**src/rtl/conv_sched.sv**
```systemverilog
// conv_sched: per-tile sequencer for the 32-layer parallel conv array.
// Clears the accumulators, streams image/weight reads under conv_en, drains, then hands off each psum tile.
module conv_sched #(
   parameter int IMG_AW   = 10,
   parameter int WGT_AW   = 8,
   parameter int ACC_W    = 8,
   parameter int TILE_W   = 16,
   parameter int CONV_LAT = 2
) (
   input  logic              i_clk,
   input  logic              i_rst,
   input  logic              i_start,
   input  logic [ACC_W-1:0]  i_cfg_acc_len,
   input  logic [TILE_W-1:0] i_cfg_tiles,
   input  logic [IMG_AW-1:0] i_cfg_img_base,
   input  logic [WGT_AW-1:0] i_cfg_wgt_base,
   output logic              o_img_rd_en,
   output logic [IMG_AW-1:0] o_img_rd_addr,
   output logic              o_wgt_rd_en,
   output logic [WGT_AW-1:0] o_wgt_rd_addr,
   output logic              o_conv_en,
   output logic              o_psum_clr,
   output logic              o_out_valid,
   input  logic              i_out_ready,
   output logic [TILE_W-1:0] o_tile_idx,
   output logic              o_busy,
   output logic              o_done
);

   localparam logic [2:0] S_IDLE  = 3'd0;
   localparam logic [2:0] S_CLEAR = 3'd1;
   localparam logic [2:0] S_RUN   = 3'd2;
   localparam logic [2:0] S_DRAIN = 3'd3;
   localparam logic [2:0] S_OUT   = 3'd4;
   localparam logic [2:0] S_DONE  = 3'd5;

   // Drain covers one buffer cycle plus the array latency.
   localparam int               DRN_W    = $clog2(CONV_LAT + 2);
   localparam logic [DRN_W-1:0] DRN_LAST = DRN_W'(CONV_LAT);

   logic [2:0]        r_state;
   logic [ACC_W-1:0]  r_acc_len;
   logic [TILE_W-1:0] r_tiles;
   logic [IMG_AW-1:0] r_img_base;
   logic [WGT_AW-1:0] r_wgt_base;
   logic [ACC_W-1:0]  r_k;
   logic [DRN_W-1:0]  r_drn;
   logic [IMG_AW-1:0] r_img_off;
   logic [TILE_W-1:0] r_tile_idx;
   logic              r_rd_en;
   logic [IMG_AW-1:0] r_img_addr;
   logic [WGT_AW-1:0] r_wgt_addr;
   logic              r_conv_en;
   logic              r_psum_clr;
   logic              r_out_valid;
   logic              r_busy;
   logic              r_done;

   logic [2:0]        w_state_nxt;
   logic [ACC_W-1:0]  w_k_nxt;
   logic [DRN_W-1:0]  w_drn_nxt;
   logic [IMG_AW-1:0] w_off_nxt;
   logic [TILE_W-1:0] w_tile_nxt;
   logic              w_latch;
   logic              w_hs;
   logic              w_last_tile;
   logic [IMG_AW-1:0] w_img_addr_nxt;
   logic [WGT_AW-1:0] w_wgt_addr_nxt;

   assign w_hs        = r_out_valid & i_out_ready;
   assign w_last_tile = ((r_tile_idx + TILE_W'(1)) == r_tiles);

   // Image address uses a running per-tile offset instead of tile_idx*acc_len.
   assign w_img_addr_nxt = r_img_base + r_img_off + IMG_AW'(w_k_nxt);
   assign w_wgt_addr_nxt = r_wgt_base + WGT_AW'(w_k_nxt);

   // Next-state and counter update logic.
   always_comb begin
      w_state_nxt = r_state;
      w_k_nxt     = r_k;
      w_drn_nxt   = r_drn;
      w_off_nxt   = r_img_off;
      w_tile_nxt  = r_tile_idx;
      w_latch     = 1'b0;
      case (r_state)
         S_IDLE: begin
            if (i_start) begin
               w_latch    = 1'b1;
               w_off_nxt  = '0;
               w_tile_nxt = '0;
               if ((i_cfg_acc_len == '0) || (i_cfg_tiles == '0)) begin
                  w_state_nxt = S_DONE;
               end else begin
                  w_state_nxt = S_CLEAR;
               end
            end else begin
               w_state_nxt = S_IDLE;
            end
         end
         S_CLEAR: begin
            w_state_nxt = S_RUN;
            w_k_nxt     = '0;
         end
         S_RUN: begin
            if (r_k == (r_acc_len - ACC_W'(1))) begin
               w_state_nxt = S_DRAIN;
               w_drn_nxt   = '0;
            end else begin
               w_k_nxt = r_k + ACC_W'(1);
            end
         end
         S_DRAIN: begin
            if (r_drn == DRN_LAST) begin
               w_state_nxt = S_OUT;
            end else begin
               w_drn_nxt = r_drn + DRN_W'(1);
            end
         end
         S_OUT: begin
            if (w_hs) begin
               if (w_last_tile) begin
                  w_state_nxt = S_DONE;
               end else begin
                  w_state_nxt = S_CLEAR;
                  w_tile_nxt  = r_tile_idx + TILE_W'(1);
                  w_off_nxt   = r_img_off + IMG_AW'(r_acc_len);
               end
            end else begin
               w_state_nxt = S_OUT;
            end
         end
         S_DONE: begin
            w_state_nxt = S_IDLE;
            w_tile_nxt  = '0;
         end
         default: begin
            w_state_nxt = S_IDLE;
            w_tile_nxt  = '0;
         end
      endcase
   end

   // State, job configuration and loop counters.
   always_ff @(posedge i_clk) begin
      if (i_rst) begin
         r_state    <= S_IDLE;
         r_acc_len  <= '0;
         r_tiles    <= '0;
         r_img_base <= '0;
         r_wgt_base <= '0;
         r_k        <= '0;
         r_drn      <= '0;
         r_img_off  <= '0;
         r_tile_idx <= '0;
      end else begin
         r_state    <= w_state_nxt;
         r_k        <= w_k_nxt;
         r_drn      <= w_drn_nxt;
         r_img_off  <= w_off_nxt;
         r_tile_idx <= (w_state_nxt == S_DONE) ? '0 : w_tile_nxt;
         if (w_latch) begin
            r_acc_len  <= i_cfg_acc_len;
            r_tiles    <= i_cfg_tiles;
            r_img_base <= i_cfg_img_base;
            r_wgt_base <= i_cfg_wgt_base;
         end
      end
   end

   // Registered outputs, decoded from the state being entered.
   always_ff @(posedge i_clk) begin
      if (i_rst) begin
         r_rd_en     <= 1'b0;
         r_img_addr  <= '0;
         r_wgt_addr  <= '0;
         r_conv_en   <= 1'b0;
         r_psum_clr  <= 1'b0;
         r_out_valid <= 1'b0;
         r_busy      <= 1'b0;
         r_done      <= 1'b0;
      end else begin
         r_rd_en     <= (w_state_nxt == S_RUN);
         r_conv_en   <= r_rd_en;
         r_psum_clr  <= (w_state_nxt == S_CLEAR);
         r_out_valid <= (w_state_nxt == S_OUT);
         r_busy      <= (w_state_nxt != S_IDLE);
         r_done      <= (w_state_nxt == S_DONE);
         if (w_state_nxt == S_RUN) begin
            r_img_addr <= w_img_addr_nxt;
            r_wgt_addr <= w_wgt_addr_nxt;
         end
      end
   end

   assign o_img_rd_en   = r_rd_en;
   assign o_wgt_rd_en   = r_rd_en;
   assign o_img_rd_addr = r_img_addr;
   assign o_wgt_rd_addr = r_wgt_addr;
   assign o_conv_en     = r_conv_en;
   assign o_psum_clr    = r_psum_clr;
   assign o_out_valid   = r_out_valid;
   assign o_tile_idx    = r_tile_idx;
   assign o_busy        = r_busy;
   assign o_done        = r_done;

endmodule
```
**config.mk**
```make
export PLATFORM = sky130hd
export DESIGN_NAME = conv_sched
export DESIGN_NICKNAME = d
export VERILOG_FILES = /design/src/rtl/conv_sched.sv
export SDC_FILE = /design/constraint.sdc
export NUM_CORES = 1
export LEC_CHECK = 0
export CORE_ASPECT_RATIO = 1.25
export CORE_MARGIN = 3
export CORE_UTILIZATION = 55
export CTS_CLUSTER_DIAMETER = 50
export DETAILED_ROUTE_END_ITERATION = 12
export GPL_ROUTABILITY_DRIVEN = 0
export HOLD_SLACK_MARGIN = 0.08
export PLACE_DENSITY_LB_ADDON = 0.12
export SETUP_SLACK_MARGIN = 0.02
export SYNTH_ARGS = -nofsm -noshare
export SYNTH_HDL_FRONTEND = slang
export SYNTH_SLANG_ARGS = --single-unit
export TNS_END_PERCENT = 5
```
**constraint.sdc**
```tcl
create_clock -name i_clk -period 5.4 [get_ports i_clk]
set_input_delay 1.08 -clock i_clk [delete_from_list [all_inputs] [get_ports i_clk]]
set_output_delay 1.08 -clock i_clk [all_outputs]
set_load 0.005 [all_outputs]
```
==> flow_summary.toml <==
[worst_setup_path]
worstSetupEndpointType = "flop"
timing.rr.start = "r_acc_len[0]"
slowest_delay_ns = 0.48
reg2reg_slack_ns = 0.38
worstSetupStartpointType = "flop"
arrival_ns = 5.29
worstRegToRegCells = 20
crit_slowest_cell = "fa_1"
worst-setup-path-type = "reg2reg"
rr_endpoint = "o_img_rd_addr[7]"
critPathRequiredTime_ns = 5.66
crit_chain = "inv_1, ha_1, o21ba_2, a221oi_1, a41oi_1, or2_2, o31a_1, and4_1, mux2_2, fa_1, inv_1, ha_1, nor2b_1, o21ai_0, a21oi_1, o21ai_0, nor2b_1, xnor2_1, nand2_1, a21oi_1"
crit_fanout = 10

[floorplanning]
start_util_pct = 56.4
fp.coreArea_um2 = 11100
die_area_um2 = 12700
die_h_um = 125
ioPinCount = 87
rows = 43
die_w_um = 102

[drt]
dr.pass1.iters = 5
drtAntennaViolNets = 0
avgViaCountPerCell = 5.93
drc = 0
drt-total-wl_um = 16600
drt_iter0_markers = 408
wire_per_inst_um = 16.9
num_vias = 5812

[power_and_ir_drop]
p_leak_nw = 2.89
p_clk_share_pct = 36.3
irDropWorstVdd_mv = 0.190
swShare_pct = 26.6
power_frac_seq_pct = 47.8
switchingPower_mw = 0.468
powerDensity_nw_per_um2 = 238
p_int_mw = 1.29
pwr-share-comb_pct = 15.9

[sta]
slew_headroom_pct = 27.1
grt_setup_unrepaired = "no"
finalCritPeriodShare_pct = 93.0
max_freq_mhz = 199
finalHoldViolCount = 0
clock-skew-final_ns = 0.00686
worst_slew_pin_slew_ns = 1.09
finalCriticalPeriod_ns = 5.02
setup_tns_ns = 0
holdWs_ns = 0.453
setup_viol = 0
drv_slew = 0

[clock_tree]
htreeDepth = 3
postCtsHoldBufs = 0
postCtsSetupBuffers = 0
cts.sink_count = 105
clockBufferDepth = 2
clk_latency_ns = 0.34
cts_resized = 0
clockRootBuffer = "clkbuf_16"
cts_tree = "yes"
clk_pin_slew_ns = 0.07
numCtsBuffers = 9

[global_route]
grt_pass1_vias = 5793
grt_overflow = 0
grt_pass1_wl_um = 27600
groute.usage.overall_pct = 26.8
grt_max_degree = 46
antenna_found_initial = 0

[synth]
ys_types = 68
syn_nets = 873
async_reset_ff_share_pct = 0
ys.flop_type = "dfxtp_1"
yosysWarningCount = 0
synth_edf_count = 0
avgSynthCellArea_um2 = 7.97
synth_seq_area_share_pct = 33.5
synth_cells = 788
synth_area_um2 = 6280
ys_seq_elements = 105

[final_layout]
mostFrequentLayoutCells = "143 x nand2_1, 103 x dfxtp_1, 85 x clkdlybuf4s50_1, 78 x a21oi_1, 49 x inv_1"
syn_to_final_growth_pct = 17.9
diodes = 0
final_nets = 926
drive_above_1_share_pct = 5.33
final_common_cell = "nand2_1"
final_area_um2 = 7400

[min_path]
min_path_cells = 2
hp-start = "o_wgt_rd_addr[6]"
hold_class = "reg2reg"
min_to = "o_wgt_rd_addr[6]"

[run]
drv_cap = 0

[placement]
port_buffers = 86
hpwlAfterDp_um = 12300
post_dp_cell_area_um2 = 7110

[run_status]
status = "completed"
-- worst max-delay path, delay by kind of cell, from the launching register on --
| family | cells | cell delay, ns |
|---|---|---|
| simple gates | 5 | 1.03 |
| fa+ha+maj | 3 | 1.13 |
| mux | 1 | 0.31 |
| flops | 1 | 0.40 |
| compound gates | 8 | 1.79 |
| xor+xnor | 1 | 0.14 |
| buf+inv | 2 | 0.13 |
-- kinds of logic (layout without fill, tap and decap cells) --
kind of cell    Yosys count  count (layout)  synth area share, %
compound gates          179             179                 18.2
xor+xnor                 45              45                 6.27
fa+ha+maj                39              39                 9.08
buf+inv                  96             153                 6.57
flops                   105             105                 33.5
mux                      13              13                 2.19
simple gates            311             311                 24.2
-- flip-flops by register name (all words and copies together), names as in the netlist --
register and count:
r_img_off 10, r_k 8, o_psum_clr 1, o_out_valid 1, o_conv_en 1, r_img_base 10
o_done 1, o_wgt_rd_addr 8, o_img_rd_en 1, r_wgt_base 8, r_acc_len 8, o_img_rd_addr 10
o_busy 1, r_state 3, o_tile_idx 16, r_tiles 16, r_drn 2
-- final cells by class --
type	instances	area, µm²
Clock buffer	10	229
Clock inverter	5	57.6
Fill cell	946	3730
Inverter	49	184
Multi-Input combinational cell	587	3780
Sequential cell	105	2100
Tap cell	135	169
Timing Repair Buffer	89	878
-- cell usage after synthesis (9+ instances only) --
| cell type | number | area (µm²) |
|---|---|---|
| nand2_1 | 143 | 537 |
| dfxtp_1 | 105 | 2100 |
| a21oi_1 | 80 | 400 |
| inv_1 | 49 | 184 |
| nor2_1 | 48 | 180 |
| clkbuf_1 | 31 | 116 |
| ha_1 | 28 | 350 |
| xnor2_1 | 25 | 219 |
| o21ai_0 | 20 | 100 |
| xor2_1 | 20 | 175 |
| nand3_1 | 18 | 90.1 |
| nor3_1 | 13 | 65.1 |
| fa_1 | 11 | 220 |
| a22oi_1 | 10 | 75.1 |
| nor4_1 | 10 | 62.6 |
| a211oi_1 | 9 | 67.6 |
| and2_1 | 9 | 56.3 |
| nand4_1 | 9 | 56.3 |
| nor2b_1 | 9 | 56.3 |
-- metrics by stage --
stage / power [mW] / util, % / std cells / worst slack, ns
3_5_place_dp: 1.14 / 63.9 / 965 / 0.435
3_3_place_gp: 1.13 / 63.9 / 965 / 0.673
2_1_floorplan: 1.03 / - / 788 / 0.811
4_1_cts: 1.77 / 66.4 / 980 / 0.348
6_report: 1.76 / 66.5 / 980 / 0.375
5_1_grt: 1.84 / 66.5 / 980 / 0.0675
-- power groups by stage --
stage               clock (mW)  combinational (mW)  sequential (mW)
finish                   0.638               0.280            0.841
global route             0.682               0.310            0.845
CTS                      0.651               0.280            0.841
detailed placement           0               0.277            0.858
global placement             0               0.270            0.857
floorplan                    0               0.180            0.849
-- metal layers --
layer  global-route usage (%)  part of all wire [%]  vias up
met4                     10.9                   3.8        0
met2                     49.3                    54      191
met3                     3.57                   4.2       50
met5                        0                     0        -
li1                         -                     -     2828
met1                     30.3                    38     2743
-- worst max-delay path by stage --
stage / cells past startpoint / endpoint / start
floorplan: 22 / o_img_rd_addr[7] / r_acc_len[1]
global placement: 20 / o_img_rd_addr[7] / r_acc_len[1]
detailed placement: 20 / o_img_rd_addr[9] / r_acc_len[0]
CTS: 21 / o_img_rd_addr[7] / r_acc_len[0]
global route: 20 / o_img_rd_addr[7] / r_acc_len[0]
finish: 20 / o_img_rd_addr[7] / r_acc_len[0]
Power figures use the tool's default switching activity.
